File: config.mk
export PLATFORM = sky130hd
export DESIGN_NAME = peripheral_uart_tx_serializer_flat
export DESIGN_NICKNAME = d
export VERILOG_FILES = /design/src/rtl/peripheral_uart_tx_serializer_pkg.sv /design/src/rtl/peripheral_uart_tx_serializer_if.sv /design/src/rtl/peripheral_uart_tx_serializer_baud_tick.sv /design/src/rtl/peripheral_uart_tx_serializer.sv /design/src/flat_wrapper.sv
export SDC_FILE = /design/constraint.sdc
export NUM_CORES = 1
export LEC_CHECK = 0
export BUFFER_PORTS_ARGS = -buffer_cell sky130_fd_sc_hd__buf_2
export CORE_MARGIN = 4
export CORE_UTILIZATION = 45
export DETAILED_ROUTE_END_ITERATION = 16
export SLEW_MARGIN = 30
export SYNTH_ARGS = -nofsm -noshare
export SYNTH_HDL_FRONTEND = slang
export SYNTH_SLANG_ARGS = --single-unit
File: constraint.sdc
create_clock -name clk_i -period 5.22 [get_ports clk_i]
set_input_delay 0.522 -clock clk_i [delete_from_list [all_inputs] [get_ports clk_i]]
set_output_delay 0.522 -clock clk_i [all_outputs]
set_load 0.02 [all_outputs]
File: src/rtl/peripheral_uart_tx_serializer_pkg.sv
// rtl/peripheral_uart_tx_serializer_pkg.sv - shared UART types, length codes and helpers
// Contents:
//   uart_tx_state_t   transmitter state encoding
//   UART_LEN_5..8     cfg_len encodings
//   uart_data_bits()  data-bit count (5..8) for a cfg_len code
//   uart_parity()     parity bit over the used data bits
package peripheral_uart_pkg;

    typedef enum logic [2:0] {
        UART_TX_IDLE   = 3'd0,
        UART_TX_START  = 3'd1,
        UART_TX_DATA   = 3'd2,
        UART_TX_PARITY = 3'd3,
        UART_TX_STOP   = 3'd4
    } uart_tx_state_t;

    localparam logic [1:0] UART_LEN_5 = 2'b00;
    localparam logic [1:0] UART_LEN_6 = 2'b01;
    localparam logic [1:0] UART_LEN_7 = 2'b10;
    localparam logic [1:0] UART_LEN_8 = 2'b11;

    function automatic logic [3:0] uart_data_bits(input logic [1:0] len);
        return 4'd5 + {2'b00, len};
    endfunction

    // Only the low 5..8 bits take part; the upper character bits are masked.
    // Odd parity is the inverse of the plain XOR.
    function automatic logic uart_parity(input logic [7:0] data,
                                         input logic [1:0] len,
                                         input logic       even);
        logic [7:0] mask;
        mask = 8'hFF >> (2'd3 - len);
        return (^(data & mask)) ^ ~even;
    endfunction

endpackage

File: src/rtl/peripheral_uart_tx_serializer_if.sv
// rtl/peripheral_uart_tx_serializer_if.sv - FIFO read-side handshake bundle
// Signals:
//   data   character from the FIFO
//   valid  FIFO has a character
//   ready  consumer pops the character when high together with valid
// Modports: master = FIFO side, slave = serializer side.
interface peripheral_uart_tx_serializer_if #(
    parameter int DATA_WIDTH = 8
);
    logic [DATA_WIDTH-1:0] data;
    logic                  valid;
    logic                  ready;

    modport master (output data, output valid, input ready);
    modport slave  (input data, input valid, output ready);
endinterface

File: src/rtl/peripheral_uart_tx_serializer_baud_tick.sv
// rtl/peripheral_uart_tx_serializer_baud_tick.sv - loadable bit-period down-counter
// Ports:
//   clk_i, rstn_i  clock, async active-low reset
//   clr_i          synchronous clear of the counter
//   restart_i      load div_i, starting a fresh period
//   en_i           count while high
//   div_i          period length minus one
//   tick_o         one-cycle pulse on the last clock of each period
module peripheral_uart_baud_tick #(
    parameter int DIVISOR_WIDTH = 16
) (
    input  logic                     clk_i,
    input  logic                     rstn_i,
    input  logic                     clr_i,
    input  logic                     restart_i,
    input  logic                     en_i,
    input  logic [DIVISOR_WIDTH-1:0] div_i,
    output logic                     tick_o
);

    logic [DIVISOR_WIDTH-1:0] cnt_q;

    // The period ends on the clock the counter sits at zero; the reload
    // happens on that same edge so consecutive periods are seamless.
    assign tick_o = en_i && (cnt_q == '0);

    always_ff @(posedge clk_i or negedge rstn_i) begin
        if (!rstn_i) begin
            cnt_q <= '0;
        end else if (clr_i) begin
            cnt_q <= '0;
        end else if (restart_i) begin
            cnt_q <= div_i;
        end else if (en_i) begin
            if (cnt_q == '0) begin
                cnt_q <= div_i;
            end else begin
                cnt_q <= cnt_q - 1'b1;
            end
        end
    end

endmodule

File: src/rtl/peripheral_uart_tx_serializer.sv
// rtl/peripheral_uart_tx_serializer.sv - UART transmit serializer fed from the TX FIFO
// Ports:
//   clk_i, rstn_i     clock, async active-low reset
//   clr_i             synchronous abort of the current frame
//   cfg_div_i         bit period = cfg_div_i+1 clocks
//   cfg_len_i         data bits 5..8
//   cfg_par_en_i      parity enable
//   cfg_par_even_i    1 = even, 0 = odd parity
//   cfg_stop2_i       two stop bits when high
//   fifo_if           FIFO read handshake (data/valid in, ready out)
//   tx_o              registered serial line, idle high
//   busy_o            frame in progress
//   done_o            pulse on the final clock of a frame
module peripheral_uart_tx_serializer
    import peripheral_uart_pkg::*;
#(
    parameter int DIVISOR_WIDTH = 16,
    parameter int DATA_WIDTH    = 8
) (
    input  logic                       clk_i,
    input  logic                       rstn_i,
    input  logic                       clr_i,
    input  logic [DIVISOR_WIDTH-1:0]   cfg_div_i,
    input  logic [1:0]                 cfg_len_i,
    input  logic                       cfg_par_en_i,
    input  logic                       cfg_par_even_i,
    input  logic                       cfg_stop2_i,
    peripheral_uart_tx_serializer_if.slave fifo_if,
    output logic                       tx_o,
    output logic                       busy_o,
    output logic                       done_o
);

    localparam logic [2:0] S_IDLE   = 3'(UART_TX_IDLE);
    localparam logic [2:0] S_START  = 3'(UART_TX_START);
    localparam logic [2:0] S_DATA   = 3'(UART_TX_DATA);
    localparam logic [2:0] S_PARITY = 3'(UART_TX_PARITY);
    localparam logic [2:0] S_STOP   = 3'(UART_TX_STOP);

    logic [2:0]               state_q;
    logic [2:0]               bit_idx_q;
    logic [7:0]               shift_q;
    logic [1:0]               len_q;
    logic                     par_en_q;
    logic                     par_q;
    logic                     stop2_q;
    logic [DIVISOR_WIDTH-1:0] div_q;
    logic                     tx_q;
    logic                     busy_q;

    logic                     tick;
    logic                     terminal;
    logic                     accept;
    logic                     ready;
    logic [2:0]               last_idx;
    logic [DIVISOR_WIDTH-1:0] timer_div;

    assign last_idx = 3'(uart_data_bits(len_q) - 4'd1);

    // In STOP, bit_idx counts stop bits: the frame ends on the tick of
    // stop bit 0 (one stop) or stop bit 1 (two stops).
    assign terminal = (state_q == S_STOP) && tick && (bit_idx_q == {2'b00, stop2_q});

    // Derived from state and counters only so the FIFO never sees a
    // combinational path from its own valid back into ready.
    assign ready  = !clr_i && ((state_q == S_IDLE) || terminal);
    assign accept = ready && fifo_if.valid;

    assign fifo_if.ready = ready;
    assign tx_o          = tx_q;
    assign busy_o        = busy_q;
    assign done_o        = terminal && !clr_i;

    // The accepting edge restarts the period from the live divisor because
    // the shadow copy is only written on that same edge.
    assign timer_div = accept ? cfg_div_i : div_q;

    peripheral_uart_baud_tick #(
        .DIVISOR_WIDTH (DIVISOR_WIDTH)
    ) u_baud_tick (
        .clk_i     (clk_i),
        .rstn_i    (rstn_i),
        .clr_i     (clr_i),
        .restart_i (accept),
        .en_i      (state_q != S_IDLE),
        .div_i     (timer_div),
        .tick_o    (tick)
    );

    always_ff @(posedge clk_i or negedge rstn_i) begin
        if (!rstn_i) begin
            state_q   <= S_IDLE;
            bit_idx_q <= '0;
            shift_q   <= '0;
            len_q     <= '0;
            par_en_q  <= 1'b0;
            par_q     <= 1'b0;
            stop2_q   <= 1'b0;
            div_q     <= '0;
            tx_q      <= 1'b1;
            busy_q    <= 1'b0;
        end else if (clr_i) begin
            state_q   <= S_IDLE;
            bit_idx_q <= '0;
            tx_q      <= 1'b1;
            busy_q    <= 1'b0;
        end else if (accept) begin
            shift_q   <= fifo_if.data[7:0];
            len_q     <= cfg_len_i;
            par_en_q  <= cfg_par_en_i;
            par_q     <= uart_parity(fifo_if.data[7:0], cfg_len_i, cfg_par_even_i);
            stop2_q   <= cfg_stop2_i;
            div_q     <= cfg_div_i;
            state_q   <= S_START;
            bit_idx_q <= '0;
            tx_q      <= 1'b0;
            busy_q    <= 1'b1;
        end else if (tick) begin
            case (state_q)
                S_START: begin
                    state_q   <= S_DATA;
                    bit_idx_q <= '0;
                    tx_q      <= shift_q[0];
                    shift_q   <= shift_q >> 1;
                end
                S_DATA: begin
                    if (bit_idx_q == last_idx) begin
                        bit_idx_q <= '0;
                        if (par_en_q) begin
                            state_q <= S_PARITY;
                            tx_q    <= par_q;
                        end else begin
                            state_q <= S_STOP;
                            tx_q    <= 1'b1;
                        end
                    end else begin
                        bit_idx_q <= bit_idx_q + 3'd1;
                        tx_q      <= shift_q[0];
                        shift_q   <= shift_q >> 1;
                    end
                end
                S_PARITY: begin
                    state_q   <= S_STOP;
                    bit_idx_q <= '0;
                    tx_q      <= 1'b1;
                end
                S_STOP: begin
                    if (terminal) begin
                        state_q   <= S_IDLE;
                        bit_idx_q <= '0;
                        busy_q    <= 1'b0;
                    end else begin
                        bit_idx_q <= bit_idx_q + 3'd1;
                    end
                    tx_q <= 1'b1;
                end
                default: begin
                    state_q   <= S_IDLE;
                    bit_idx_q <= '0;
                    tx_q      <= 1'b1;
                    busy_q    <= 1'b0;
                end
            endcase
        end
    end

endmodule

File: src/flat_wrapper.sv
// flat-port wrapper written by rule: the top's interface ports become plain ports
module peripheral_uart_tx_serializer_flat import peripheral_uart_pkg::*;
#(
    parameter int DIVISOR_WIDTH = 16,
    parameter int DATA_WIDTH    = 8
)
  (clk_i, rstn_i, clr_i, cfg_div_i, cfg_len_i, cfg_par_en_i, cfg_par_even_i, cfg_stop2_i, tx_o, busy_o, done_o, fifo_if_data, fifo_if_valid, fifo_if_ready);
  peripheral_uart_tx_serializer_if #(.DATA_WIDTH(DATA_WIDTH)) fifo_if_i ();
  input  logic clk_i;
  input  logic rstn_i;
  input  logic clr_i;
  input  logic [DIVISOR_WIDTH-1:0] cfg_div_i;
  input  logic [1:0] cfg_len_i;
  input  logic cfg_par_en_i;
  input  logic cfg_par_even_i;
  input  logic cfg_stop2_i;
  output logic tx_o;
  output logic busy_o;
  output logic done_o;
  input wire logic [$bits(fifo_if_i.data)-1:0] fifo_if_data;
  input wire logic [$bits(fifo_if_i.valid)-1:0] fifo_if_valid;
  output wire logic [$bits(fifo_if_i.ready)-1:0] fifo_if_ready;
  assign fifo_if_i.data = fifo_if_data;
  assign fifo_if_i.valid = fifo_if_valid;
  assign fifo_if_ready = fifo_if_i.ready;
  peripheral_uart_tx_serializer #(.DIVISOR_WIDTH(DIVISOR_WIDTH), .DATA_WIDTH(DATA_WIDTH)) u_core (.clk_i(clk_i), .rstn_i(rstn_i), .clr_i(clr_i), .cfg_div_i(cfg_div_i), .cfg_len_i(cfg_len_i), .cfg_par_en_i(cfg_par_en_i), .cfg_par_even_i(cfg_par_even_i), .cfg_stop2_i(cfg_stop2_i), .fifo_if(fifo_if_i), .tx_o(tx_o), .busy_o(busy_o), .done_o(done_o));
endmodule
### After elaboration in Yosys (flattened, before gate mapping)

Cells that the tools add are included.

* word-level logic and storage cells: 85
* register bits after elaboration: 53
* output and inout bits: 4
* input port bits: 33

* mux-type cells: 33
* bitwise logic cells: 4
* reduce and logical (&&, ||, !) cells: 21
* equal/unequal tests: 10
* shift-type cells: 1
* $add $sub $neg: 5

Operators with widths (count)
* 16-bit two-way mux: 5
* 3-bit two-way mux: 11
* 8-bit two-way mux: 3
* 16-bit zero test: 1
* 8-bit case mux with 2 select lines: 1
* 16-bit by 1-bit subtractor with 16-bit output (second input constant): 1
* 3-bit case mux with 4 select lines: 1
* 3-bit nonzero test: 4
* 1-bit two-way mux: 9
* 8-bit AND: 1
* 4-bit by 2-bit != test with 1-bit output (second input constant): 2
* 8-bit parity: 1
* 8-bit by 2-bit right shift with 8-bit output (first input constant): 1
* 3-bit by 2-bit equality test with 1-bit output (second input constant): 2
* 1-bit logical AND: 6
* 3-bit case mux with 2 select lines: 1
* 3-bit AND reduction: 2
* 1-bit case mux with 2 select lines: 2
* 4-bit AND reduction: 1
* 3-bit by 1-bit adder with 3-bit output (second input constant): 1
* 3-bit by 2-bit adder with 3-bit output (first input constant): 1
* 3-bit by 1-bit equality test with 1-bit output: 1
* 3-bit by 1-bit equality test with 1-bit output (second input constant): 1
* 3-bit equality test: 1
* 13 further kinds: 14

### Depth between registers and ports, before layout

Gate-level depths: netlist of run 1.

* depth after elaboration: 12
* mapped depth: 10
* depth with buffers taken out: 7

### Cells and area by module

From an unflattened synthesis of run 1, not the netlist that was laid out.

* cells, all modules: 340
* area total of the unflattened synthesis: 3498.4 um^2

Modules (own cells, without submodules)
* peripheral_uart_tx_serializer: seq. area each 927.1 um^2, times used 1, area an instance 2258.4 um^2, cells each 191
* peripheral_uart_baud_tick: seq. area each 400.4 um^2, times used 1, area an instance 1239.9 um^2, cells each 149

### Worst setup path before layout of run 1

Ideal clock, no wire load.

* kind: reg2out
* start: reg u_core.u_baud_tick.cnt_q[4]
* end: out fifo_if_ready
* setup slack: 2.242 ns
* arrival time: 2.456 ns
* cell stages (with the launch flop): 6
* required time: 4.698 ns
* path buffers: 1
* path through: dfrtp_1 clkbuf_1 nor4_2 nand4_1 nor4_1 o21bai_1

* cells in the longest elaborated chain, start to end: 6

Ends and longest elaborated chain
* start, declared: line peripheral_uart_tx_serializer_baud_tick.sv:21 `logic [DIVISOR_WIDTH-1:0] cnt_q;`
* start signal, assigned: line peripheral_uart_tx_serializer_baud_tick.sv:33 `cnt_q <= div_i;`
* start signal, assigned: line peripheral_uart_tx_serializer_baud_tick.sv:36 `cnt_q <= div_i;`
* start signal, assigned: line peripheral_uart_tx_serializer_baud_tick.sv:38 `cnt_q <= cnt_q - 1'b1;`
* 16-bit zero test: line peripheral_uart_tx_serializer_baud_tick.sv:25 `assign tick_o = en_i && (cnt_q == '0);`
* 1-bit logical AND: line peripheral_uart_tx_serializer_baud_tick.sv:25
* 1-bit logical AND (2 in series): line peripheral_uart_tx_serializer.sv:62 `assign terminal = (state_q == S_STOP) && tick && (bit_idx_q == {2'b00, stop2_q});`
* 1-bit logical OR: line peripheral_uart_tx_serializer.sv:66 `assign ready = !clr_i && ((state_q == S_IDLE) || terminal);`
* 1-bit logical AND: line peripheral_uart_tx_serializer.sv:66
* end, declared: line flat_wrapper.sv:22 `output wire logic [$bits(fifo_if_i.ready)-1:0] fifo_if_ready;`

No other way between the ends.

### Worst setup path in the final report of run 1

Ends and elaborated chain as after synthesis.

==> flow_summary_export.csv, run 1 <==
group,metric,value,unit
status,status,"finished, final reports clean",
flow_run,drv_cap,0,
cells_and_area,final_cell_area,3450,um^2
sta,fmax,300,MHz
clock_network,cts_hold_buf,0,
detailed_routing,drt_wl_total,7.41,mm
setup_path,r2r_start,"u_core.u_baud_tick.cnt_q[4]",
place,hpwl,5.02,mm
logic_synthesis,yosysWarnings,0,
pwr,total_leakage_power,1.57,nW
logic_synthesis,synth.area.top_cells,"dfrtp_1 42%, nand2_1 9.5%, xnor2_1 3.9%",
sta,skew,0.0103,ns
sta,whs,0.332,ns
sta,rsz0062_at_grt,"false",
clock_network,cts.sinks,53,
clock_network,clk_latency,0.31,ns
sta,final_hold_viol_count,0,
cells_and_area,antenna-diode-count,0,
logic_synthesis,synth_cells,349,
clock_network,cts_buffer_depth,2,
setup_path,crit_fanout,10,
detailed_routing,first_pass_iters,5,
logic_synthesis,async_flop_share,100,%
min_path,hp-class,"input pin to asynchronous set/reset pin",
pwr,p_int,0.908,mW
die,pin_count,37,
logic_synthesis,syn_nets,384,
logic_synthesis,seq_area_frac_synth,42.6,%
clock_network,htree_num_levels,2,
detailed_routing,first_iter_violations,130,
global_route,grt_max_degree,54,
clock_network,cts_tree,"built",
setup_path,r2r-end,"u_core.shift_q[5]",
die,initial_core_util,46.2,%
global_route,antenna_found_initial,0,
clock_network,post_cts_resized,0,
cells_and_area,fillCellCount,649,
cells_and_area,final_cells,453,
die,die_area,8330,um^2
global_route,grt_usage,19.2,%
logic_synthesis,syn_area,3120,um^2
die,row_count,30,
global_route,grt_pass1_wl,13.0,mm
pwr,p_sw,0.514,mW
pwr,p_sw_share,36.1,%
setup_path,regToRegSetupSlack,1.97,ns
pwr,seq_power_share,44.3,%
setup_path,critPathKind,"flop to output pin",
sta,tightest_slew,0.824,ns
detailed_routing,postRouteAntennaNets,0,
sta,maxSlewHeadroom,45.1,%
cells_and_area,syn2layout_area_growth,10.5,%
setup_path,worst_setup_path_end_kind,"output pin",
setup_path,start_kind,"flop",
pwr,power_density,412,nW/um^2
detailed_routing,vias_per_cell,5.85,
logic_synthesis,syn_area_per_cell,8.94,um^2
pwr,pwr-share-comb,36.2,%
setup_path,critPathRequiredTime,4.70,ns
place,dpl_cell_area,3340,um^2
logic_synthesis,synth-seq-cells,53,
setup_path,reg2reg_depth,6,
detailed_routing,dr_total_vias,2648,
global_route,grt_pass1_vias,2641,
logic_synthesis,synthTopCellsByCount,"79 x nand2_1, 52 x dfrtp_1, 20 x clkbuf_1",
sta,slew_violations,0,
place,gp_congestion,0.825,
logic_synthesis,synth_cell_types,53,
place,io_buffers,36,
die,die_h,91.3,um
place,dp.cells,446,
logic_synthesis,synth_flop_cell,"dfrtp_1",
sta,fin_crit,3.34,ns
logic_synthesis,yosysTopAreaCellShare,41.7,%
sta,fin_crit_sh,63.9,%
logic_synthesis,yosys.area.top_type,"dfrtp_1",
clock_network,numCtsBuffers,5,
global_route,grt-ovfl-total,0,
detailed_routing,post-route-drc-count,0,
sta,setup_violations,0,
logic_synthesis,yosysMostFrequentCell,"nand2_1",
setup_path,cp_data_arrival_time,2.82,ns
die,die_w,91.3,um
detailed_routing,wire_per_inst,16.4,um
pwr,ir_worst_vdd,0.177,mV
cells_and_area,nNetsFinal,408,
logic_synthesis,synth-edff-count,0,
pwr,power.share.clock,19.5,%
sta,fin_tns_setup,0,ns
clock_network,post_cts_buffers,0,
pwr,total_power,1.42,mW
cells_and_area,drive_gt1_share,18.2,%
clock_network,root_buffer,"clkbuf_8",
clock_network,path_clk_slew,0.10,ns
die,core-area,6760,um^2
[registers in the layout, indices dropped and copies added (netlist names)]
register	count
u_core.bit_idx_q	3
u_core.busy_o	1
u_core.div_q	16
u_core.len_q	2
u_core.par_en_q	1
u_core.par_q	1
u_core.shift_q	8
u_core.state_q	3
u_core.stop2_q	1
u_core.tx_o	1
u_core.u_baud_tick.cnt_q	16
[cell type report]
type	count	area (um^2)	share of cell area [%]
Multi-Input combinational cell	268	1690	48.9
Sequential cell	53	1330	38.5
Timing Repair Buffer	40	210	6.10
Tap cell	80	100	2.90
Clock buffer	5	68.8	2.00
Clock inverter	2	35.0	1.02
Inverter	5	18.8	0.544
[how the worst max path moves through the flow]
stage	startpoint	endpoint	slack [ns]	depth (start not counted)
6_report	u_core.u_baud_tick.cnt_q[4]	fifo_if_ready	1.88	5
5_1_grt	u_core.u_baud_tick.cnt_q[4]	fifo_if_ready	1.59	5
4_1_cts	u_core.u_baud_tick.cnt_q[4]	u_core.u_baud_tick.cnt_q[2]	1.93	5
3_5_place_dp	clr_i	u_core.u_baud_tick.cnt_q[2]	1.75	6
3_3_place_gp	clr_i	u_core.u_baud_tick.cnt_q[0]	1.79	6
2_1_floorplan	u_core.u_baud_tick.cnt_q[4]	fifo_if_ready	2.24	5
[metal layers]
| layer | global-route usage [%] | vias to the layer above | part of all wire, % |
|---|---|---|---|
| met4 | 6.03 | 0 | 1.7 |
| met1 | 28.2 | 1257 | 49 |
| li1 | - | 1303 | - |
| met3 | 2.98 | 14 | 5.4 |
| met2 | 28.8 | 74 | 44 |
| met5 | 0 | - | 0 |
[per-stage QoR]
stage               setup WS [ns]  util (%)
CTS                          1.93      50.9
detailed placement           1.75      49.4
finish                       1.88      51.0
global route                 1.59      51.0
global placement             1.79      49.4
floorplan                    2.24         -
[worst max-delay path, stage by stage, from the launching register on]
cell      delay (ns)
dfrtp_1         0.47
nor4_2          0.68
nand4_1         0.59
nor4_1          0.42
o21bai_1        0.16
buf_2           0.18
[cell usage in the layout, fill, tap and decap left out, types with 3 or more instances in the layout]
cell | Yosys | final
nor2_1 | 19 | 19
xnor2_1 | 14 | 14
nor2b_1 | 3 | 3
mux2_2 | 7 | 7
nor3_1 | 5 | 5
clkbuf_8 | 0 | 5
o211ai_1 | 7 | 7
xor2_1 | 6 | 6
or3_1 | 5 | 5
a21oi_1 | 14 | 14
a31oi_1 | 8 | 8
nand2b_1 | 3 | 3
dfrtp_1 | 52 | 52
nor4_1 | 5 | 5
buf_4 | 0 | 4
nand2_1 | 79 | 79
o31ai_1 | 3 | 3
nor3b_1 | 3 | 3
nand3_1 | 4 | 4
or4_1 | 9 | 9
and3_1 | 4 | 4
inv_1 | 5 | 5
a311oi_1 | 10 | 10
buf_2 | 2 | 36
mux2_4 | 7 | 7
o21ai_0 | 17 | 17
[cell families after synthesis]
family	Yosys count	synth area share [%]
multiplexers	16	6.54
AO/OA/AOI/OAI	78	17.0
flip-flops	53	42.6
XOR/XNOR	20	5.62
adder cells (fa/ha/maj)	2	0.802
buffers and inverters	28	3.69
AND/OR/NAND/NOR	152	23.7
[power by group through the flow]
stage          logic [mW]  registers, mW  clock network, mW
2_1_floorplan       0.411          0.603                  0
3_3_place_gp        0.507          0.638                  0
3_5_place_dp        0.514          0.635                  0
4_1_cts             0.517          0.628              0.284
5_1_grt             0.587          0.650              0.301
6_report            0.515          0.630              0.278
Power figures use the tool's default switching activity.
==> run 2, diff against run 1 <==
==> constraint.sdc (replaced) <==
create_clock -name clk_i -period 3.4 [get_ports clk_i]
set_input_delay 0.34 -clock clk_i [delete_from_list [all_inputs] [get_ports clk_i]]
set_output_delay 0.34 -clock clk_i [all_outputs]
set_load 0.02 [all_outputs]
==> run 2 against run 1 <==
Clock power up 60%; sequential power increased by 52%; routed wire length up 1.9%; critical endpoint is now u_core.shift_q[3]; highest routed layer unchanged.
==> flow_summary_export.csv, run 2 (synthesis gave the netlist of run 1 again) <==
group,metric,value,unit
status,status,"finished, final reports clean",
cells_and_area,syn2layout_area_growth,12.2,%
setup_path,critPathKind,"flop to flop",
cells_and_area,fin_util,51.8,%
place,io_buffers,36,
cells_and_area,nNetsFinal,415,
cells_and_area,final_cell_mix,"79 x nand2_1, 52 x dfrtp_1, 36 x buf_2",
setup_path,regToRegSetupSlack,0.41,ns
sta,fmax,335,MHz
sta,whs,0.136,ns
pwr,ir_worst_vdd,0.286,mV
setup_path,crit_fanout,8,
setup_path,r2r-end,"u_core.shift_q[3]",
sta,fin_tns_setup,0,ns
detailed_routing,wire_per_inst,16.4,um
clock_network,cts_hold_buf,0,
detailed_routing,dr.max_layer_used,"met4",
flow_run,drv_cap,0,
clock_network,root_buffer,"clkbuf_8",
detailed_routing,vias_per_cell,5.76,
global_route,grt-ovfl-total,0,
pwr,power_density,636,nW/um^2
clock_network,numCtsBuffers,5,
setup_path,start_kind,"flop",
place,place_ws,0.432,ns
cells_and_area,top_regs,"u_core.div_q (16), u_core.u_baud_tick.cnt_q (16), u_core.shift_q (8)",
place,hpwl,5.23,mm
detailed_routing,drt_wl_total,7.55,mm
clock_network,htree_num_levels,2,
clock_network,cts_tree,"built",
detailed_routing,wl_met3,365,um
cells_and_area,final_cells,461,
die,die_area,8330,um^2
sta,skew,0.0110,ns
sta,fin_crit_sh,87.9,%
clock_network,cts.sinks,53,
clock_network,post_cts_buffers,0,
setup_path,critPathRequiredTime,3.61,ns
cells_and_area,antenna-diode-count,0,
place,gp_congestion,0.911,
global_route,grt_pass1_wl,12.9,mm
setup_path,r2r_start,"u_core.u_baud_tick.cnt_q[8]",
die,die_w,91.3,um
clock_network,clk_latency,0.32,ns
sta,setup_ws,0.411,ns
place,dp.cells,453,
sta,tightest_slew,0.872,ns
die,pin_count,37,
sta,rsz0062_at_grt,"false",
setup_path,worst_setup_path_end_kind,"flop",
detailed_routing,dr_wl_met2,3.33,mm
pwr,total_leakage_power,1.61,nW
detailed_routing,dr_total_vias,2656,
clock_network,post_cts_resized,0,
cells_and_area,layout_commonest_cell,"nand2_1",
detailed_routing,postRouteAntennaNets,0,
clock_network,path_clk_slew,0.10,ns
detailed_routing,first_pass_iters,5,
cells_and_area,drive_gt1_share,19.7,%
detailed_routing,wl_met1,3.79,mm
global_route,antenna_found_initial,0,
min_path,hp-class,"input pin to asynchronous set/reset pin",
setup_path,cp_data_arrival_time,3.20,ns
setup_path,reg2reg_depth,5,
die,initial_core_util,46.2,%
detailed_routing,first_iter_violations,158,
sta,setup_violations,0,
global_route,grt_max_degree,39,
detailed_routing,post-route-drc-count,0,
die,row_count,30,
sta,maxSlewHeadroom,41.9,%
sta,slew_violations,0,
clock_network,cts_buffer_depth,2,
sta,fin_crit,2.99,ns
die,die_h,91.3,um
global_route,grt_pass1_vias,2529,
sta,final_hold_viol_count,0,
global_route,grt_usage,19.0,%
die,core-area,6760,um^2
run 2: power breakdown:
part / total (mW) / internal [mW] / switching (mW)
clock network: 0.444 / 0.222 / 0.222
registers: 0.959 / 0.810 / 0.148
logic: 0.822 / 0.389 / 0.433
run 2: metrics by stage:
| stage | power [mW] | instance area [um^2] |
|---|---|---|
| 2_1_floorplan | 1.56 | 3120 |
| 3_3_place_gp | 1.77 | 3390 |
| 5_1_grt | 2.39 | 3500 |
| 4_1_cts | 2.24 | 3500 |
| 6_report | 2.22 | 3500 |
| 3_5_place_dp | 1.79 | 3390 |
run 2: layout make-up:
type / count / area, um^2
Sequential cell: 53 / 1330
Timing Repair Buffer: 47 / 263
Tap cell: 80 / 100
Multi-Input combinational cell: 268 / 1680
Inverter: 5 / 18.8
Clock inverter: 2 / 38.8
Fill cell: 664 / 3260
Clock buffer: 6 / 72.6
run 2: how the worst max path moves through the flow:
stage,start,cells after the start,slack [ns],to
finish,u_core.u_baud_tick.cnt_q[8],5,0.41,u_core.shift_q[3]
global route,u_core.u_baud_tick.cnt_q[8],5,0.36,u_core.shift_q[3]
CTS,u_core.u_baud_tick.cnt_q[8],5,0.41,u_core.shift_q[3]
detailed placement,u_core.u_baud_tick.cnt_q[8],5,0.43,u_core.shift_q[3]
global placement,u_core.u_baud_tick.cnt_q[8],5,0.47,u_core.shift_q[3]
floorplan,u_core.u_baud_tick.cnt_q[0],8,0.59,u_core.shift_q[0]
run 2: metal layers:
metal / GRT usage (%) / vias to the layer above
li1: - / 1314
met1: 29.0 / 1267
met2: 28.2 / 68
met3: 3.07 / 7
met4: 3.77 / 0
met5: 0 / -
run 2: worst max-delay path, stage by stage, from the launching register on:
cell     delay, ns
dfrtp_1       0.46
or4_4         0.55
or3_1         0.36
or4_4         0.49
o41a_1        0.64
mux2_4        0.38
==> run 3, diff against run 2 <==
--- a/config.mk
+++ b/config.mk
@@ -8,6 +8,7 @@
 export BUFFER_PORTS_ARGS = -buffer_cell sky130_fd_sc_hd__buf_2
 export CORE_MARGIN = 4
 export CORE_UTILIZATION = 45
+export CTS_BUF_LIST = sky130_fd_sc_hd__clkbuf_8
 export DETAILED_ROUTE_END_ITERATION = 16
 export SLEW_MARGIN = 30
 export SYNTH_ARGS = -nofsm -noshare
==> run 3 against run 2 <==
Combinational power about the same; non-clock buffer count is the same; routed wire length is 0.50% higher; die area did not move; critical endpoint unchanged; highest routed layer unchanged.
==> flow_summary_export.csv, run 3 (synthesis gave the netlist of run 1 again) <==
group,metric,value,unit
status,status,"finished, final reports clean",
sta,fin_tns_setup,0,ns
setup_path,start_kind,"flop",
sta,fin_crit_sh,87.9,%
sta,tightest_slew,0.871,ns
sta,slew_violations,0,
die,die_h,91.3,um
global_route,antenna_found_initial,0,
sta,final_hold_viol_count,0,
detailed_routing,dr_wl_met2,3.33,mm
clock_network,path_clk_slew,0.10,ns
place,dp.cells,453,
clock_network,post_cts_buffers,0,
detailed_routing,dr_total_vias,2659,
clock_network,cts_buffer_depth,2,
cells_and_area,nNetsFinal,415,
cells_and_area,layout_commonest_cell,"nand2_1",
die,core-area,6760,um^2
detailed_routing,first_iter_violations,138,
cells_and_area,syn2layout_area_growth,12.2,%
sta,fin_crit,2.99,ns
pwr,power_density,635,nW/um^2
clock_network,cts_tree,"built",
global_route,grt_pass1_wl,12.9,mm
sta,maxSlewHeadroom,41.9,%
sta,skew,0.0108,ns
clock_network,root_buffer,"clkbuf_8",
clock_network,clk_latency,0.32,ns
setup_path,reg2reg_depth,5,
cells_and_area,final_cells,461,
global_route,grt_pass1_vias,2529,
place,gp_congestion,0.911,
global_route,grt_max_degree,39,
sta,fmax,335,MHz
die,die_area,8330,um^2
cells_and_area,final_cell_mix,"79 x nand2_1, 52 x dfrtp_1, 36 x buf_2",
die,initial_core_util,46.2,%
pwr,total_power,2.22,mW
sta,rsz0062_at_grt,"false",
sta,setup_violations,0,
pwr,total_leakage_power,1.61,nW
min_path,hp-class,"input pin to asynchronous set/reset pin",
detailed_routing,vias_per_cell,5.77,
setup_path,cp_data_arrival_time,3.19,ns
detailed_routing,first_pass_iters,4,
flow_run,drv_cap,0,
die,die_w,91.3,um
setup_path,crit_path_cell_trace,"or4_4 > or3_1 > or4_4 > o41a_1 > mux2_4",
clock_network,cts.sinks,53,
place,io_buffers,36,
detailed_routing,wl_met3,380,um
place,hpwl,5.23,mm
setup_path,critPathRequiredTime,3.60,ns
cells_and_area,top_regs,"u_core.div_q (16), u_core.u_baud_tick.cnt_q (16), u_core.shift_q (8)",
cells_and_area,fillCellCount,664,
detailed_routing,wl_met1,3.82,mm
global_route,grt-ovfl-total,0,
global_route,grt_usage,19.0,%
detailed_routing,post-route-drc-count,0,
setup_path,cp_slowest_cell,"o41a_1",
clock_network,htree_num_levels,2,
clock_network,post_cts_resized,0,
detailed_routing,drt_wl_total,7.59,mm
setup_path,critPathKind,"flop to flop",
detailed_routing,dr.max_layer_used,"met4",
detailed_routing,wire_per_inst,16.5,um
setup_path,worst_setup_path_end_kind,"flop",
cells_and_area,antenna-diode-count,0,
cells_and_area,drive_gt1_share,19.7,%
clock_network,cts_hold_buf,0,
clock_network,numCtsBuffers,5,
pwr,ir_worst_vdd,0.286,mV
die,pin_count,37,
setup_path,crit_path_frequent_cell,"or4_4",
die,row_count,30,
setup_path,regToRegSetupSlack,0.41,ns
setup_path,critical_path.max_stage_delay,0.64,ns
setup_path,crit_fanout,8,
detailed_routing,postRouteAntennaNets,0,
==> run 3: metrics by stage <==
stage | cell area, um^2 | setup WS, ns | hold slack (ns) | utilization (%)
6_report | 3500 | 0.411 | 0.138 | 51.8
5_1_grt | 3500 | 0.360 | 0.184 | 51.8
4_1_cts | 3500 | 0.410 | 0.174 | 51.8
3_5_place_dp | 3390 | 0.432 | 0.455 | 50.2
3_3_place_gp | 3390 | 0.469 | 0.450 | 50.2
2_1_floorplan | 3120 | 0.595 | 0.0444 | -
==> run 3: path summary, 6_finish.rpt <==
path,start,to
max in group asynchronous,rstn_i,u_core.u_baud_tick.cnt_q[12]
min reg2reg,u_core.div_q[1],u_core.div_q[1]
min,rstn_i,u_core.par_en_q
max reg2reg,u_core.u_baud_tick.cnt_q[8],u_core.shift_q[3]
max,u_core.u_baud_tick.cnt_q[8],u_core.shift_q[3]
min in group clk_i,cfg_par_en_i,u_core.par_en_q
==> run 3: final cells by class <==
cell class	count	area, um^2	area share [%]
Inverter	5	18.8	0.536
Tap cell	80	100	2.86
Multi-Input combinational cell	268	1680	48.0
Sequential cell	53	1330	37.9
Clock inverter	3	42.5	1.22
Clock buffer	5	68.8	1.97
Timing Repair Buffer	47	263	7.51
==> run 3: routing by layer <==
metal	global-route usage, %	vias to the layer above
li1	-	1312
met1	29.0	1266
met2	28.2	73
met3	3.07	8
met4	3.77	0
met5	0	-
==> run 3: critical path, delay by kind of cell (launching register included) <==
kind,cells,cell delay (ns)
mux,1,0.38
compound gates,1,0.64
simple gates,3,1.40
flops,1,0.46
==> run 3: report_power, final <==
| group | leakage, nW | switching (mW) | internal (mW) |
|---|---|---|---|
| clock network | 0.0595 | 0.221 | 0.219 |
| registers | 0.676 | 0.149 | 0.810 |
| logic | 0.875 | 0.435 | 0.390 |
| total | 1.61 | 0.804 | 1.42 |
